**src/rtl/seg7_scan_if.sv**
```systemverilog
// Display bus between a value source and the seg7_scan driver: shadow-load
// inputs toward the driver, multiplexed active-low segment/select outputs back.
interface seg7_scan_if;
  logic [15:0] value;
  logic        load;
  logic [3:0]  blank_mask;
  logic [3:0]  dp_mask;
  logic [7:0]  segout;
  logic [3:0]  segselect;

  modport master (
    output value, load, blank_mask, dp_mask,
    input  segout, segselect
  );

  modport slave (
    input  value, load, blank_mask, dp_mask,
    output segout, segselect
  );
endinterface

```
**src/rtl/seg7_scan.sv**
```systemverilog
// Four-digit multiplexed seven-segment scan driver with shadow capture and
// inter-digit dead time. Define SEG7_SCAN_LZS_EN for leading-zero suppression.
module seg7_scan #(
  parameter int SCAN_W   = 13,
  parameter int DEAD_CYC = 4
) (
  input  logic clk,
  input  logic rst,
  seg7_scan_if.slave bus
);

  localparam int CNT_W = (SCAN_W > 8) ? SCAN_W : 8;
  localparam logic [CNT_W-1:0] DEAD_LAST = CNT_W'(DEAD_CYC - 1);
  localparam logic [CNT_W-1:0] LIT_LAST  = CNT_W'((64'd1 << SCAN_W) - 64'd1);

  typedef enum logic {DEAD = 1'b0, DRIVE = 1'b1} state_e;

  state_e           state_q, state_d;
  logic [CNT_W-1:0] cnt_q, cnt_d;
  logic [1:0]       idx_q, idx_d;
  logic [15:0]      val_q;
  logic [3:0]       blank_q;
  logic [3:0]       dp_q;

  function automatic logic [7:0] decode(input logic [3:0] n);
    case (n)
      4'h0: decode = 8'h03;
      4'h1: decode = 8'h9F;
      4'h2: decode = 8'h25;
      4'h3: decode = 8'h0D;
      4'h4: decode = 8'h99;
      4'h5: decode = 8'h49;
      4'h6: decode = 8'h41;
      4'h7: decode = 8'h1F;
      4'h8: decode = 8'h01;
      4'h9: decode = 8'h09;
      4'hA: decode = 8'h11;
      4'hB: decode = 8'hC1;
      4'hC: decode = 8'h63;
      4'hD: decode = 8'h85;
      4'hE: decode = 8'h61;
      default: decode = 8'h71;
    endcase
  endfunction

  always_ff @(posedge clk or negedge rst) begin
    if (!rst) begin
      state_q <= DEAD;
      cnt_q   <= '0;
      idx_q   <= '0;
      val_q   <= '0;
      blank_q <= '0;
      dp_q    <= '0;
    end else begin
      state_q <= state_d;
      cnt_q   <= cnt_d;
      idx_q   <= idx_d;
      // Shadow capture is independent of scan position so a load never restarts the scan.
      if (bus.load) begin
        val_q   <= bus.value;
        blank_q <= bus.blank_mask;
        dp_q    <= bus.dp_mask;
      end
    end
  end

  always_comb begin
    state_d = state_q;
    cnt_d   = cnt_q + CNT_W'(1);
    idx_d   = idx_q;
    case (state_q)
      DEAD: begin
        if (cnt_q == DEAD_LAST) begin
          state_d = DRIVE;
          cnt_d   = '0;
        end
      end
      DRIVE: begin
        if (cnt_q == LIT_LAST) begin
          state_d = DEAD;
          cnt_d   = '0;
          idx_d   = idx_q + 2'd1;
        end
      end
      default: begin
        state_d = DEAD;
        cnt_d   = '0;
      end
    endcase
  end

  logic [3:0] nib;
  logic [3:0] lz;
  logic       dark;

  assign nib = val_q[4*idx_q +: 4];

`ifdef SEG7_SCAN_LZS_EN
  // A digit is a leading zero when it and every digit to its left are zero; digit0 always shows.
  assign lz[3] = (val_q[15:12] == 4'h0);
  assign lz[2] = lz[3] && (val_q[11:8] == 4'h0);
  assign lz[1] = lz[2] && (val_q[7:4] == 4'h0);
  assign lz[0] = 1'b0;
`else
  assign lz = 4'b0000;
`endif

  assign dark = blank_q[idx_q] | lz[idx_q];

  always_comb begin
    bus.segselect = 4'b1111;
    bus.segout    = 8'hFF;
    if (state_q == DRIVE) begin
      bus.segselect = ~(4'b0001 << idx_q);
      if (!dark) begin
        bus.segout = decode(nib);
        if (dp_q[idx_q]) bus.segout[0] = 1'b0;
      end
    end
  end

endmodule

```
**src/flat_wrapper.sv**
```systemverilog
// flat-port wrapper written by rule: the top's interface ports become plain ports
module seg7_scan_flat 
#(
  parameter int SCAN_W   = 13,
  parameter int DEAD_CYC = 4
)
  (clk, rst, bus_value, bus_load, bus_blank_mask, bus_dp_mask, bus_segout, bus_segselect);
  seg7_scan_if bus_i ();
  input  logic clk;
  input  logic rst;
  input wire logic [$bits(bus_i.value)-1:0] bus_value;
  input wire logic [$bits(bus_i.load)-1:0] bus_load;
  input wire logic [$bits(bus_i.blank_mask)-1:0] bus_blank_mask;
  input wire logic [$bits(bus_i.dp_mask)-1:0] bus_dp_mask;
  output wire logic [$bits(bus_i.segout)-1:0] bus_segout;
  output wire logic [$bits(bus_i.segselect)-1:0] bus_segselect;
  assign bus_i.value = bus_value;
  assign bus_i.load = bus_load;
  assign bus_i.blank_mask = bus_blank_mask;
  assign bus_i.dp_mask = bus_dp_mask;
  assign bus_segout = bus_i.segout;
  assign bus_segselect = bus_i.segselect;
  seg7_scan #(.SCAN_W(SCAN_W), .DEAD_CYC(DEAD_CYC)) u_core (.clk(clk), .rst(rst), .bus(bus_i));
endmodule
```
**config.mk**
```make
export PLATFORM = sky130hd
export DESIGN_NAME = seg7_scan_flat
export DESIGN_NICKNAME = d
export VERILOG_FILES = /design/src/rtl/seg7_scan_if.sv /design/src/rtl/seg7_scan.sv /design/src/flat_wrapper.sv
export SDC_FILE = /design/constraint.sdc
export NUM_CORES = 1
export LEC_CHECK = 0
export CAP_MARGIN = 20
export CORE_UTILIZATION = 46
export CTS_CLUSTER_SIZE = 14
export DETAILED_ROUTE_END_ITERATION = 10
export DONT_BUFFER_PORTS = 1
export PLACE_DENSITY = 0.65
export SYNTH_ARGS = -nofsm -noshare
export SYNTH_HDL_FRONTEND = slang
export SYNTH_SLANG_ARGS = --single-unit
```
**constraint.sdc**
```tcl
create_clock -name clk -period 2.1 [get_ports clk]
set_input_delay 0.105 -clock clk [delete_from_list [all_inputs] [get_ports clk]]
set_output_delay 0.105 -clock clk [all_outputs]
set_load 0.02 [all_outputs]
```
### After elaboration in Yosys (flattened, before gate mapping)

Memory sizes are Yosys's and may differ from the RTL's.
Cells that the tools add are included.

* bits of input ports: 27
* memories kept: 1
* bits in registers: 40
* logic and storage cells: 34
* output and inout port bits: 12
* memory bits (read-only): 112

Memories
* (name not given): depth 16, width 7, rd ports 1, clocked after memory_dff 0, write ports 0, line seg7_scan.sv:26 `case (n)`

* reductions and logical operators: 1
* magnitude comparators: 1
* muxes and demuxes: 16
* equality and inequality tests: 2
* add/subtract/negate cells: 2
* bitwise gates (word level): 3
* shift-type cells: 2

Operators with widths (count)
* $mux 13: 2
* $pmux 13 s2: 1
* $mux 8: 2
* $shiftx 16x5->4: 1
* $add 13x1->13 const B: 1
* $eq 13x13->1 const B: 1
* $eq 13x2->1 const B: 1
* $bmux 1 s2: 3
* $mux 1: 6
* $mux 4: 1
* $not 4->4: 1
* $shl 1x2->4 const A: 1
* $lt 2x3->1 const B: 1
* $add 2x1->2 const B: 1
* $pmux 1 s2: 1
* $reduce_and 2->1: 1
* $not 1->1: 1
* $or 1x1->1: 1

### Logic depth before layout (Yosys ltp)

* depth after elaboration: 5
* mapped depth: 7
* mapped depth without buffers: 6

### Least setup slack after synthesis

No wires, ideal clock.

* kind: register to output
* from: register u_core.idx_q[0]
* to: output port bus_segout[4]
* required time: 1995 ps
* path slack: 57 ps
* stages on the path, launching flop included: 8
* path buffers: 1
* data arrival time: 1938 ps
* cell sequence: dfrtp_1 buf_6 mux4_2 inv_1 ha_1 nor2_1 a211oi_1 o21ai_1

* cells in the longest elaborated chain, start to end: 5
* elaborated cells between the ends (all ways): 9
* classes of those cells: 1 x shift; 6 x mux; 1 x bitwise; 1 x memory

RTL lines
* start: declaration: line seg7_scan.sv:20 `logic [1:0] idx_q, idx_d;`
* start signal: assignment: line seg7_scan.sv:57 `idx_q <= idx_d;`
* parallel branches: the longest is 3 deep, another holds $mem_v2 16x7
* $mux 8 (*): line seg7_scan.sv:115 `if (!dark) begin`
* $mux 8 (*): line seg7_scan.sv:113 `if (state_q == DRIVE) begin`
* end: declaration: line flat_wrapper.sv:15 `output wire logic [$bits(bus_i.segout)-1:0] bus_segout;`

Every way passes the cells marked *. The select of a mux whose other input is x is not followed.

### Worst setup path after layout

Ends and elaborated chain as after synthesis.

==> impl_metrics.json <==
{
  "htree_levels": 2,
  "n_antenna_cell": 0,
  "slowest_stage": "mux4_2",
  "violations": "setup timing",
  "root_buffer": "clkbuf_8",
  "postLayoutSetupSlackWorst_ns": -0.221,
  "finalWirelength_um": 4990,
  "crit_chain": "mux4_2, ha_4, buf_4, a211oi_1, o21ai_1, buf_4",
  "fin_crit_ns": 2.32,
  "drtIter0Drc": 30,
  "fin_worst_skew_ns": 0.00704,
  "grt_overflow_total": 0,
  "drcViolationCount": 0,
  "p_leak_nw": 1.24,
  "antenna_found_initial": 0,
  "port_buffers": 0,
  "yosysMostFrequentCell": "dfrtp_1",
  "fin_nets": 284,
  "ys_async_sr_fraction_pct": 100,
  "cp_common_cell": "buf_4",
  "netlist.area_leader.share_pct": 47.3,
  "cp-end-kind": "output pin",
  "io_pins": 39,
  "tightest_slew_ns": 0.563,
  "clk_pin_slew_ns": 0.07,
  "outcome": "finished with violations",
  "die_y_um": 69.9,
  "fin_area_mm2": 0.00300,
  "ys_warn_count": 0,
  "crit_family": "multiplexers",
  "die_area_mm2": 0.00488,
  "cp-start-kind": "register",
  "wl_per_cell_um": 16.7,
  "fmax_mhz": 431,
  "required_ns": 2.00,
  "cts_sinks": 40,
  "numCtsBuffers": 5,
  "via_per_inst": 5.56,
  "start_util_pct": 48.3,
  "syn_area_mm2": 0.00212,
  "fin_util_pct": 68.5,
  "drive_gt1_share_pct": 31.2,
  "min_path_type": "primary input to async pin",
  "ant_nets": 0,
  "ir_drop_mv": 0.470,
  "powerDensity_mw_per_mm2": 589,
  "synth_ff_type": "dfrtp_1",
  "clk_path_buf_depth": 2,
  "finalCritPeriodShare_pct": 111,
  "cp_max_fo": 5,
  "grt_util_all_layers_pct": 22.5,
  "clk_latency_ns": 0.29,
  "rsz0062_at_grt": "true",
  "yosys-top-cells-count": "dfrtp_1, mux2_2, nor2_1, ha_1, xnor2_1",
  "synth_area_leaders": "dfrtp_1, mux2_2, ha_1, mux4_2, xnor2_1",
  "maxCapViolCount": 0,
  "setup_viol": 7,
  "grt_pass1_wl_um": 8450,
  "grt_max_degree": 41,
  "arrival_ns": 2.22,
  "critical_path_buf_inv_count": 2,
  "post_dp_cell_area_mm2": 0.00222,
  "slew_headroom_pct": 62.2,
  "power_w": 0.00177,
  "grt_pass1_vias": 1803,
  "vias": 1661,
  "core_mm2": 0.00438,
  "seq_area_frac_synth_pct": 47.3,
  "hpwl_um": 3000,
  "crit_type": "register to output pin",
  "slowest_delay_ns": 0.64,
  "finalHoldViolCount": 0,
  "whs_ns": 0.270,
  "rows": 24,
  "routabilityCongestion": 0.830,
  "syn_avg_cell_area_um2": 12.3,
  "synthCells": 172,
  "firstDrtPassIters": 4,
  "synth_area_leader_cell": "dfrtp_1",
  "slew_violations": 0,
  "synth-seq-cells": 40,
  "ys_types": 34,
  "area_growth_pct": 41.8,
  "synth_edf_count": 0,
  "syn_nets": 210,
  "cts_tree": "done",
  "die_w_um": 69.9
}
[cell families (layout without fill, tap and decap cells)]
group / after synthesis / count (layout) / synth area share, %
mux: 32 / 33 / 20.3
flops: 40 / 40 / 47.3
fa+ha+maj: 11 / 11 / 6.50
simple gates: 47 / 47 / 12.3
xor+xnor: 12 / 12 / 4.96
buf+inv: 14 / 88 / 3.19
compound gates: 16 / 16 / 5.49
[report_power, final]
part	total (W)	internal (W)	switching, W
Clock	0.000505	0.000268	0.000238
Sequential	0.000844	0.000817	0.0000270
Combinational	0.000421	0.000247	0.000174
Total	0.00177	0.00133	0.000439
[stage by stage]
step | worst slack [ns] | setup TNS (ns) | std cells
after CTS | -0.153 | -0.971 | 299
after floorplan | 0.0566 | 0 | 172
after global routing | -0.273 | -1.80 | 299
final | -0.221 | -1.21 | 299
after detailed placement | -0.0326 | -0.0326 | 228
after global placement | 0.119 | 0 | 228
[routing by layer]
layer	GRT usage, %	vias to the layer above	part of all wire, %
li1	-	769	-
met1	25.2	833	40
met2	41.0	49	54
met3	5.19	10	4.8
met4	8.89	0	1.8
met5	0	-	0
[path summary, 6_finish.rpt]
kind                                             start                          end  slack (ns)  cells past startpoint
min in group clk             u_core.cnt_q[0]$_DFF_PN0_    u_core.cnt_q[0]$_DFF_PN0_        0.49                      1
max in group asynchronous                          rst  u_core.idx_q[0]$_DFFE_PN0P_        1.63                      2
max reg2reg                  u_core.cnt_q[1]$_DFF_PN0_  u_core.idx_q[1]$_DFFE_PN0P_        0.30                      5
max                        u_core.idx_q[0]$_DFFE_PN0P_                bus_segout[4]       -0.22                      6
min reg2reg                  u_core.cnt_q[0]$_DFF_PN0_    u_core.cnt_q[0]$_DFF_PN0_        0.49                      1
min                                                rst    u_core.cnt_q[9]$_DFF_PN0_        0.27                      2
[flip-flops by register name, summed over array words and instances (netlist names)]
name / count
u_core.state_q: 1
u_core.blank_q: 4
u_core.val_q: 16
u_core.dp_q: 4
u_core.cnt_q: 13
u_core.idx_q: 2
[layout by cell type, fill, tap and decap left out, types with 4 or more instances in the layout]
master | netlist | layout
inv_1 | 8 | 6
nand2_1 | 8 | 8
dlygate4sd3_1 | 0 | 49
xnor2_1 | 11 | 11
buf_4 | 0 | 20
nand3_1 | 6 | 6
mux2_2 | 24 | 24
nor2_1 | 13 | 13
mux4_2 | 6 | 7
dfrtp_1 | 40 | 39
clkbuf_8 | 0 | 6
and3_1 | 4 | 4
ha_1 | 11 | 7
[final cells by class]
class,instances,area (µm²)
fillers,321,1380
multi-input cells,119,1130
flip-flops and latches,40,1000
repair buffers,72,683
clock buffers,8,90.1
well taps,52,65.1
inverters,8,32.5
[timing repair]
| item | CTS | global route |
|---|---|---|
| buffers inserted | 12 | 0 |
| pin swaps | 7 | 1 |
| hold buffers | 50 | 0 |
| cloned | 1 | 0 |
| resized for setup | 15 | 2 |
| hold endpoints to repair | 64 | 0 |
| endpoints found under the setup margin | 8 | 7 |
No activity file was read; power rests on OpenSTA's default activity.
